File: src/rtl/fifo_stream_drain_if.sv
// Purpose : handshake bundle between fifo_stream_drain, its FIFO and its stream consumer.
// Ports   : FIFO read side (enable, empty, data, rd_en), stream side (valid, data, ready),
//           accepted-beat counter. 'master' is the drain's view, 'slave' the environment's.
interface fifo_stream_drain_if #(
  parameter int DATA_WIDTH  = 64,
  parameter int COUNT_WIDTH = 16
);
  logic                   enable_i;
  logic                   fifo_empty_i;
  logic [DATA_WIDTH-1:0]  fifo_data_i;
  logic                   fifo_rd_en_o;
  logic                   m_valid_o;
  logic [DATA_WIDTH-1:0]  m_data_o;
  logic                   m_ready_i;
  logic [COUNT_WIDTH-1:0] beat_count_o;

  modport master (
    input  enable_i, fifo_empty_i, fifo_data_i, m_ready_i,
    output fifo_rd_en_o, m_valid_o, m_data_o, beat_count_o
  );

  modport slave (
    output enable_i, fifo_empty_i, fifo_data_i, m_ready_i,
    input  fifo_rd_en_o, m_valid_o, m_data_o, beat_count_o
  );
endinterface

File: src/rtl/fifo_stream_drain.sv
// Purpose : pops a 1-cycle-latency sync FIFO and presents words on a valid/ready stream via a 2-entry skid buffer.
// Latency : rd_en sampled at edge N -> word captured into head at edge N+1 -> m_valid_o high after that edge.
// Backpr. : reads are credit-limited to the 2 buffer slots; with m_ready_i low at most 2 words are pulled.
// Ports   : clk_i, rst_i (sync, active-high); bus (master modport) carries enable_i, fifo_empty_i,
//           fifo_data_i, fifo_rd_en_o, m_valid_o, m_data_o, m_ready_i, beat_count_o.
module fifo_stream_drain #(
  parameter int DATA_WIDTH  = 64,
  parameter int COUNT_WIDTH = 16
) (
  input  logic                 clk_i,
  input  logic                 rst_i,
  fifo_stream_drain_if.master  bus
);

  typedef enum logic [1:0] {
    S_EMPTY = 2'd0,
    S_ONE   = 2'd1,
    S_TWO   = 2'd2
  } state_t;

  state_t                 state_q, state_d;
  logic [DATA_WIDTH-1:0]  head_q, head_d;
  logic [DATA_WIDTH-1:0]  spare_q, spare_d;
  logic                   inflight_q, inflight_d;
  logic [COUNT_WIDTH-1:0] count_q, count_d;

  logic       pop;
  logic       arrive;
  logic       rd_en;
  logic [2:0] slots_used;

  assign pop    = (state_q != S_EMPTY) & bus.m_ready_i;
  // A read issued last cycle delivers its word on fifo_data_i this cycle.
  assign arrive = inflight_q;

  // Slots committed after this edge: buffered + returning - leaving. Pop can only
  // happen with occupancy >= 1, so this never underflows. The combinational path
  // from m_ready_i lets a slot freed this cycle be refilled immediately.
  assign slots_used = {1'b0, state_q} + {2'b00, inflight_q} - {2'b00, pop};

  // Gated by reset so no FIFO word is popped and then thrown away during reset.
  assign rd_en = ~rst_i & bus.enable_i & ~bus.fifo_empty_i & (slots_used < 3'd2);

  assign inflight_d = rd_en;
  assign count_d    = count_q + COUNT_WIDTH'(pop);

  always_comb begin
    state_d = state_q;
    head_d  = head_q;
    spare_d = spare_q;
    unique case (state_q)
      S_EMPTY: begin
        if (arrive) begin
          head_d  = bus.fifo_data_i;
          state_d = S_ONE;
        end
      end
      S_ONE: begin
        if (arrive && !pop) begin
          spare_d = bus.fifo_data_i;
          state_d = S_TWO;
        end else if (arrive && pop) begin
          head_d  = bus.fifo_data_i;
        end else if (pop) begin
          state_d = S_EMPTY;
        end
      end
      S_TWO: begin
        if (pop) begin
          head_d  = spare_q;
          state_d = S_ONE;
        end
      end
      default: state_d = S_EMPTY;
    endcase
  end

  always_ff @(posedge clk_i) begin
    if (rst_i) begin
      state_q    <= S_EMPTY;
      head_q     <= '0;
      spare_q    <= '0;
      inflight_q <= 1'b0;
      count_q    <= '0;
    end else begin
      state_q    <= state_d;
      head_q     <= head_d;
      spare_q    <= spare_d;
      inflight_q <= inflight_d;
      count_q    <= count_d;
    end
  end

  assign bus.fifo_rd_en_o = rd_en;
  assign bus.m_valid_o    = (state_q != S_EMPTY);
  // head_q is only rewritten on arrive/pop, so data holds while valid is low.
  assign bus.m_data_o     = head_q;
  assign bus.beat_count_o = count_q;

  // The read credit rule makes a word arriving into a full buffer impossible.
  a_no_arrive_when_full: assert property (
    @(posedge clk_i) disable iff (rst_i) !((state_q == S_TWO) && inflight_q)
  );

endmodule
File: src/flat_wrapper.sv
// flat-port wrapper written by rule: the top's interface ports become plain ports
module fifo_stream_drain_flat 
#(
  parameter int DATA_WIDTH  = 64,
  parameter int COUNT_WIDTH = 16
)
  (clk_i, rst_i, bus_enable_i, bus_fifo_empty_i, bus_fifo_data_i, bus_m_ready_i, bus_fifo_rd_en_o, bus_m_valid_o, bus_m_data_o, bus_beat_count_o);
  fifo_stream_drain_if #(.DATA_WIDTH(DATA_WIDTH), .COUNT_WIDTH(COUNT_WIDTH)) bus_i ();
  input  logic clk_i;
  input  logic rst_i;
  input wire logic [$bits(bus_i.enable_i)-1:0] bus_enable_i;
  input wire logic [$bits(bus_i.fifo_empty_i)-1:0] bus_fifo_empty_i;
  input wire logic [$bits(bus_i.fifo_data_i)-1:0] bus_fifo_data_i;
  input wire logic [$bits(bus_i.m_ready_i)-1:0] bus_m_ready_i;
  output wire logic [$bits(bus_i.fifo_rd_en_o)-1:0] bus_fifo_rd_en_o;
  output wire logic [$bits(bus_i.m_valid_o)-1:0] bus_m_valid_o;
  output wire logic [$bits(bus_i.m_data_o)-1:0] bus_m_data_o;
  output wire logic [$bits(bus_i.beat_count_o)-1:0] bus_beat_count_o;
  assign bus_i.enable_i = bus_enable_i;
  assign bus_i.fifo_empty_i = bus_fifo_empty_i;
  assign bus_i.fifo_data_i = bus_fifo_data_i;
  assign bus_i.m_ready_i = bus_m_ready_i;
  assign bus_fifo_rd_en_o = bus_i.fifo_rd_en_o;
  assign bus_m_valid_o = bus_i.m_valid_o;
  assign bus_m_data_o = bus_i.m_data_o;
  assign bus_beat_count_o = bus_i.beat_count_o;
  fifo_stream_drain #(.DATA_WIDTH(DATA_WIDTH), .COUNT_WIDTH(COUNT_WIDTH)) u_core (.clk_i(clk_i), .rst_i(rst_i), .bus(bus_i));
endmodule
File: config.mk
export PLATFORM = sky130hd
export DESIGN_NAME = fifo_stream_drain_flat
export DESIGN_NICKNAME = d
export VERILOG_FILES = /design/src/rtl/fifo_stream_drain_if.sv /design/src/rtl/fifo_stream_drain.sv /design/src/flat_wrapper.sv
export SDC_FILE = /design/constraint.sdc
export NUM_CORES = 1
export LEC_CHECK = 0
export ABC_AREA = 0
export BUFFER_PORTS_ARGS = -buffer_cell sky130_fd_sc_hd__buf_2
export CAP_MARGIN = 20
export CORE_MARGIN = 3
export CORE_UTILIZATION = 45
export CTS_BUF_LIST = sky130_fd_sc_hd__clkbuf_8
export DETAILED_ROUTE_END_ITERATION = 10
export MAX_ROUTING_LAYER = met4
export PLACE_DENSITY = 0.68
export SLEW_MARGIN = 20
export SYNTH_ARGS = -nofsm -noshare
export SYNTH_HDL_FRONTEND = slang
export SYNTH_SLANG_ARGS = --single-unit
File: constraint.sdc
create_clock -name clk_i -period 3.8 [get_ports clk_i]
set_clock_uncertainty 0.05 [all_clocks]
set_input_delay 0.76 -clock clk_i [delete_from_list [all_inputs] [get_ports clk_i]]
set_output_delay 0.76 -clock clk_i [all_outputs]
set_load 0.05 [all_outputs]
== After elaboration in Yosys (flattened, before gate mapping) ==
Cells that the tools add are included.
Word-level totals
  bits of input ports: 69
  ROM bits: 0
  memory bits (writable): 0
  bits in latches: 0
  logic and storage cells: 43
  register bits: 147
  memories kept: 0
  output and inout bits: 82
Operators by class
  multiply operators: 0
  shift operators: 0
  add/sub/neg operators: 3
  reduce and logical (&&, ||, !) cells: 9
  eq/ne operators: 8
  magnitude comparators: 1
  divide/modulo/power cells: 0
  multiplexer cells: 11
  bitwise logic cells: 6
Operators with widths (count)
  2-to-1 mux 64 bit: 4
  case mux 64 bit (3 select lines): 1
  adder 16 x 1 -> 16 bit: 1
  2-to-1 mux 2 bit: 5
  inequality test 2 x 1 -> 1 bit, second input constant: 3
  case mux 2 bit (3 select lines): 1
  AND reduction 5 bit: 1
  AND 1 bit: 4
  AND reduction 4 bit: 1
  adder 2 x 1 -> 3 bit: 1
  less-than comparator 3 x 2 -> 1 bit, second input constant: 1
  inequality test 3 x 1 -> 1 bit, second input constant: 1
  inequality test 3 x 2 -> 1 bit, second input constant: 1
  nonzero test 3 bit: 1
  subtractor 3 x 1 -> 3 bit: 1
  == test 2 x 1 -> 1 bit, second input constant: 1
  == test 2 bit, second input constant: 1
  logical AND 1 bit: 2
  logical NOT 2 bit: 1
  inequality test 2 bit, second input constant: 1
  NOT 1 bit: 2
  AND reduction 2 bit: 1
  nonzero test 2 bit: 1
  logical NOT 1 bit: 1

== Depth between registers and ports, before layout ==
  depth in word-level cells: 6
  gate-level depth with buffers: 8

== Least setup slack after synthesis ==
Ideal clock, no wire load.
  kind: input to output
  start: in bus_m_ready_i
  end: out bus_fifo_rd_en_o
  data required time: 2.990 ns
  arrival: 3.405 ns
  cell stages on the path: 8
  path slack: -0.415 ns
  path through: nand2b_1 buf_4 buf_2 inv_1 o21ai_0 fa_1 nand2_1 nor4_1
Between the ends
  word-level cells in the longest chain between the ends: 4
Ends and longest elaborated chain
  start, declared: RTL line flat_wrapper.sv:14  | input wire logic [$bits(bus_i.m_ready_i)-1:0] bus_m_ready_i;
  AND 1 bit: RTL line fifo_stream_drain.sv:32  | assign pop = (state_q != S_EMPTY) & bus.m_ready_i;
  subtractor 3 x 1 -> 3 bit: RTL line fifo_stream_drain.sv:39  | assign slots_used = {1'b0, state_q} + {2'b00, inflight_q} - {2'b00, pop};
  less-than comparator 3 x 2 -> 1 bit: RTL line fifo_stream_drain.sv:42  | assign rd_en = ~rst_i & bus.enable_i & ~bus.fifo_empty_i & (slots_used < 3'd2);
  AND 1 bit: RTL line fifo_stream_drain.sv:42
  end, declared: RTL line flat_wrapper.sv:15  | output wire logic [$bits(bus_i.fifo_rd_en_o)-1:0] bus_fifo_rd_en_o;
Every way passes these cells.

== Final worst setup path ==
  start: reg u_core.state_q[1]
  end: out bus_fifo_rd_en_o
Between the ends
  word-level cells in the longest chain between the ends: 5
  elaborated cells between the ends (all ways): 6
  those cells by class: add/sub (2); order compare (1); bitwise (2); reduce/logical (1)
Ends and longest elaborated chain
  start, declared: RTL line fifo_stream_drain.sv:21  | state_t state_q, state_d;
  start signal, assigned: RTL line fifo_stream_drain.sv:86  | state_q <= state_d;
  parallel branches: the longest is 2 deep, another holds adder 2 x 1 -> 3 bit
  subtractor 3 x 1 -> 3 bit *: RTL line fifo_stream_drain.sv:39
  less-than comparator 3 x 2 -> 1 bit *: RTL line fifo_stream_drain.sv:42
  AND 1 bit *: RTL line fifo_stream_drain.sv:42
Every way passes the cells marked *.

==> impl_results.md <==
* Status: complete, no violations
* CP arrival at around 2.6 ns
* Post-route setup slack at 0.3709 ns
* Multi-input logic area at roughly 3300 um2
* Post-DRT Antenna Nets at 0
* Via count at 5624
* I/O pins at 151
* Root buffer cell: clkbuf_8
* Min-Delay Path Depth at 2
* Clock buffer count from CTS at 17
* Hold Fails Final Rpt at 0
* Initial Util at 46.72%
* # nets final at 870
* Routability cong. at between 0.8 and 0.9
* Net Count, Synth at around 760
* DRT Pass-1 Iters at 4
* Antenna violations before repair at 0
* Setup TNS Final at 0 ns
* Fill count at approximately 1.3k
* Critical Path Sink Type: output port
* Seq/Total Area, Yosys at 44.69%
* Pin count of the biggest net entering global routing at 71
* Mapped cell area at 6585 um2
* DP HPWL at ~11000 um
* Post-cts sizing count at 0
* Ant diodes at 0
* Pwr/cell area at 435.2 nW/um2
* Post-Layout Cell Count at 990
* Area delta synth->final at 18.54%
* Flop pwr share at 47.5%
* Max-Cap Viols at 0
* Inst Count DP at approximately 960
* Core Rows at 43
* Wire per inst at 17.24 um
* Vias in the first global route at 5479
* Initial DRC count at approximately 460
* Reg2Reg Capture Point: u_core.bus.beat_count_o[12]
* Hold/Removal Path Class: flip-flop to flip-flop
* FMAX at around 300 MHz
* Synth Instances at 686
* Slew headroom at between 30% and 40%
* Comb pwr share at 12.9%
* R2R setup slack at approximately 1.1 ns
* Tmin final at approximately 3.4 ns
* Cts hold-fix bufs at 0
* Leakage Power at 3.328 nW
* Commonest cells after routing, fill and taps aside: buf_2, dfxtp_1, nand2_1
* Crit-path max FO at 10
* TritonCTS clock tree: built
* RSZ-0062 raised after global routing: no
* Post-place setup slack at 0.5077 ns
* Die ar. at 16120 um2
* Dominant cell type by area after synthesis: dfxtp_1
* Commonest non-fill, non-tap cell in the layout: buf_2
* Remaining DRCs at 0
* #FFs+latches synth at between 100 and 150
* Port-buffer cells at 150
* Worst-Skew Late Latency at 0.44 ns
* Share of layout cells above drive strength 1 at 32.72%
* Vias per cell at 5.681
* GRT overflow at 0
* Worst Max-Slew Pin Slew at between 0.9 and 1 ns
* Clk buf depth at 2
* Crit share post-route at 90.24%
* Clock H-tree levels at 4
* Ranking of synthesized cells by area: dfxtp_1, a211oi_2, mux2i_1, a211oi_1, nand2_1
* Sw Pwr at ~0.00090 W
* Core area at between 10000 and 15000 um2
* Internal at 0.002495 W
* Yosys cell types at 36
* Global-route wire length before repair at 28050 um
* Crit Path Class: flip-flop to output port
* End of the worst hold path: u_core.spare_q[36]
* Clk network pwr share at 39.6%
* CP startpoint kind: flip-flop
* Sw Share at 26.54%
* Die X at 127.0 um
* Setup Buffers After CTS at 0
* Die span in y at 127.0 um
* Fin. max-slew vios at 0
* Yosys warns at 0
* R2R Path Start: u_core.state_q[1]
* Register area at 2943 um2
* Clock sinks at ~150
* Avg Synthesized Cell Area at 9.599 um2
* GRT Util Overall at roughly 22%
* DRT Wirelength at 17070 um
* Hold Path Origin: u_core.spare_q[36]
* R2r worst-path depth at 7
* Worst VDD drop at 232.9 uV
* WHS at 0.4053 ns
* Worst path required time at between 2 and 3 ns
* Worst-path clk slew at 0.07 ns
* Share of the synthesized area in the top cell type at 44.69%
* Finish-stage setup viols at 0
==> flip-flops by register name (all words and copies together) (netlist names) <==
signal,cells
u_core.bus.m_data_o,64
u_core.state_q,2
u_core.arrive,1
u_core.bus.beat_count_o,16
u_core.spare_q,64
==> synth_stat cells <==
master,number
xnor2_1,1
buf_4,5
and2_1,2
buf_2,25
or4_1,4
dfxtp_1,147
fa_1,1
nor4_1,6
a21oi_1,72
nand2_1,135
nand2b_1,2
xor2_1,3
a211oi_2,60
nand3_1,5
mux2i_1,64
mux2_2,4
or3b_2,1
nand4_1,4
nor2_1,7
nor4bb_1,1
buf_6,8
or3_1,3
ha_1,2
clkbuf_4,3
clkbuf_1,25
o21bai_1,1
a21o_1,2
or2_2,1
a211oi_1,69
o21ai_0,4
nand4bb_1,1
o31ai_1,4
inv_1,4
nor2b_1,7
and3b_1,1
buf_1,2
==> cell families after synthesis <==
logic type	Yosys count	synth area share, %
mux	68	10.41
flops	147	44.69
compound gates	212	25.84
buf+inv	72	5.947
xor+xnor	4	0.5321
fa+ha+maj	3	0.6840
simple gates	180	11.89
==> metal layers <==
layer | wire, um | up-vias | track usage (%) | share of wire, %
met4 | 401 | 0 | 8.391 | 2.3
met2 | 8096 | 184 | 34.12 | 47
met1 | 7585 | 2722 | 27.81 | 44
li1 | - | 2689 | - | -
met5 | 0 | - | - | 0
met3 | 982 | 29 | 5.017 | 5.8
==> metrics by stage <==
step                cell area (um2)  util (%)  power [W]
floorplan                      6591         -   0.001961
global placement               7362     52.23   0.002076
detailed placement             7362     52.23   0.002087
CTS                            7806     55.38   0.003433
global route                   7806     55.38   0.003528
finish                         7806     55.38   0.003397
==> cell type report <==
cell class	instances	share of cell area (%)
Multi-Input combinational cell	467	42.46
Clock inverter	10	1.987
Clock buffer	21	3.703
Tap cell	180	2.885
Timing Repair Buffer	161	11.08
Sequential cell	147	37.70
Inverter	4	0.1923
==> worst max-delay path by stage <==
| stage | from | end | slack, ns |
|---|---|---|---|
| CTS | u_core.state_q[1] | bus_fifo_rd_en_o | 0.35 |
| finish | u_core.state_q[1] | bus_fifo_rd_en_o | 0.37 |
| detailed placement | bus_m_ready_i | bus_fifo_rd_en_o | 0.51 |
| global placement | bus_m_ready_i | bus_fifo_rd_en_o | 0.55 |
| floorplan | bus_m_ready_i | bus_fifo_rd_en_o | 0.15 |
| global route | u_core.state_q[1] | bus_fifo_rd_en_o | 0.26 |
==> power by group through the flow <==
stage	combinational [W]	clock, W	sequential, W
2_1_floorplan	0.000186	0	0.00178
3_3_place_gp	0.000430	0	0.00165
3_5_place_dp	0.000439	0	0.00165
4_1_cts	0.000441	0.00138	0.00161
5_1_grt	0.000468	0.00144	0.00162
6_report	0.000439	0.00135	0.00161
==> worst max-delay path, stage by stage, from the launching register on <==
cell and delay, ns:
dfxtp_1 0.68, and3b_2 0.29, o21ai_0 0.11, fa_1 0.52
nand2_1 0.08, nor4_2 0.21, buf_2 0.30
No activity file was read; power rests on OpenSTA's default activity.
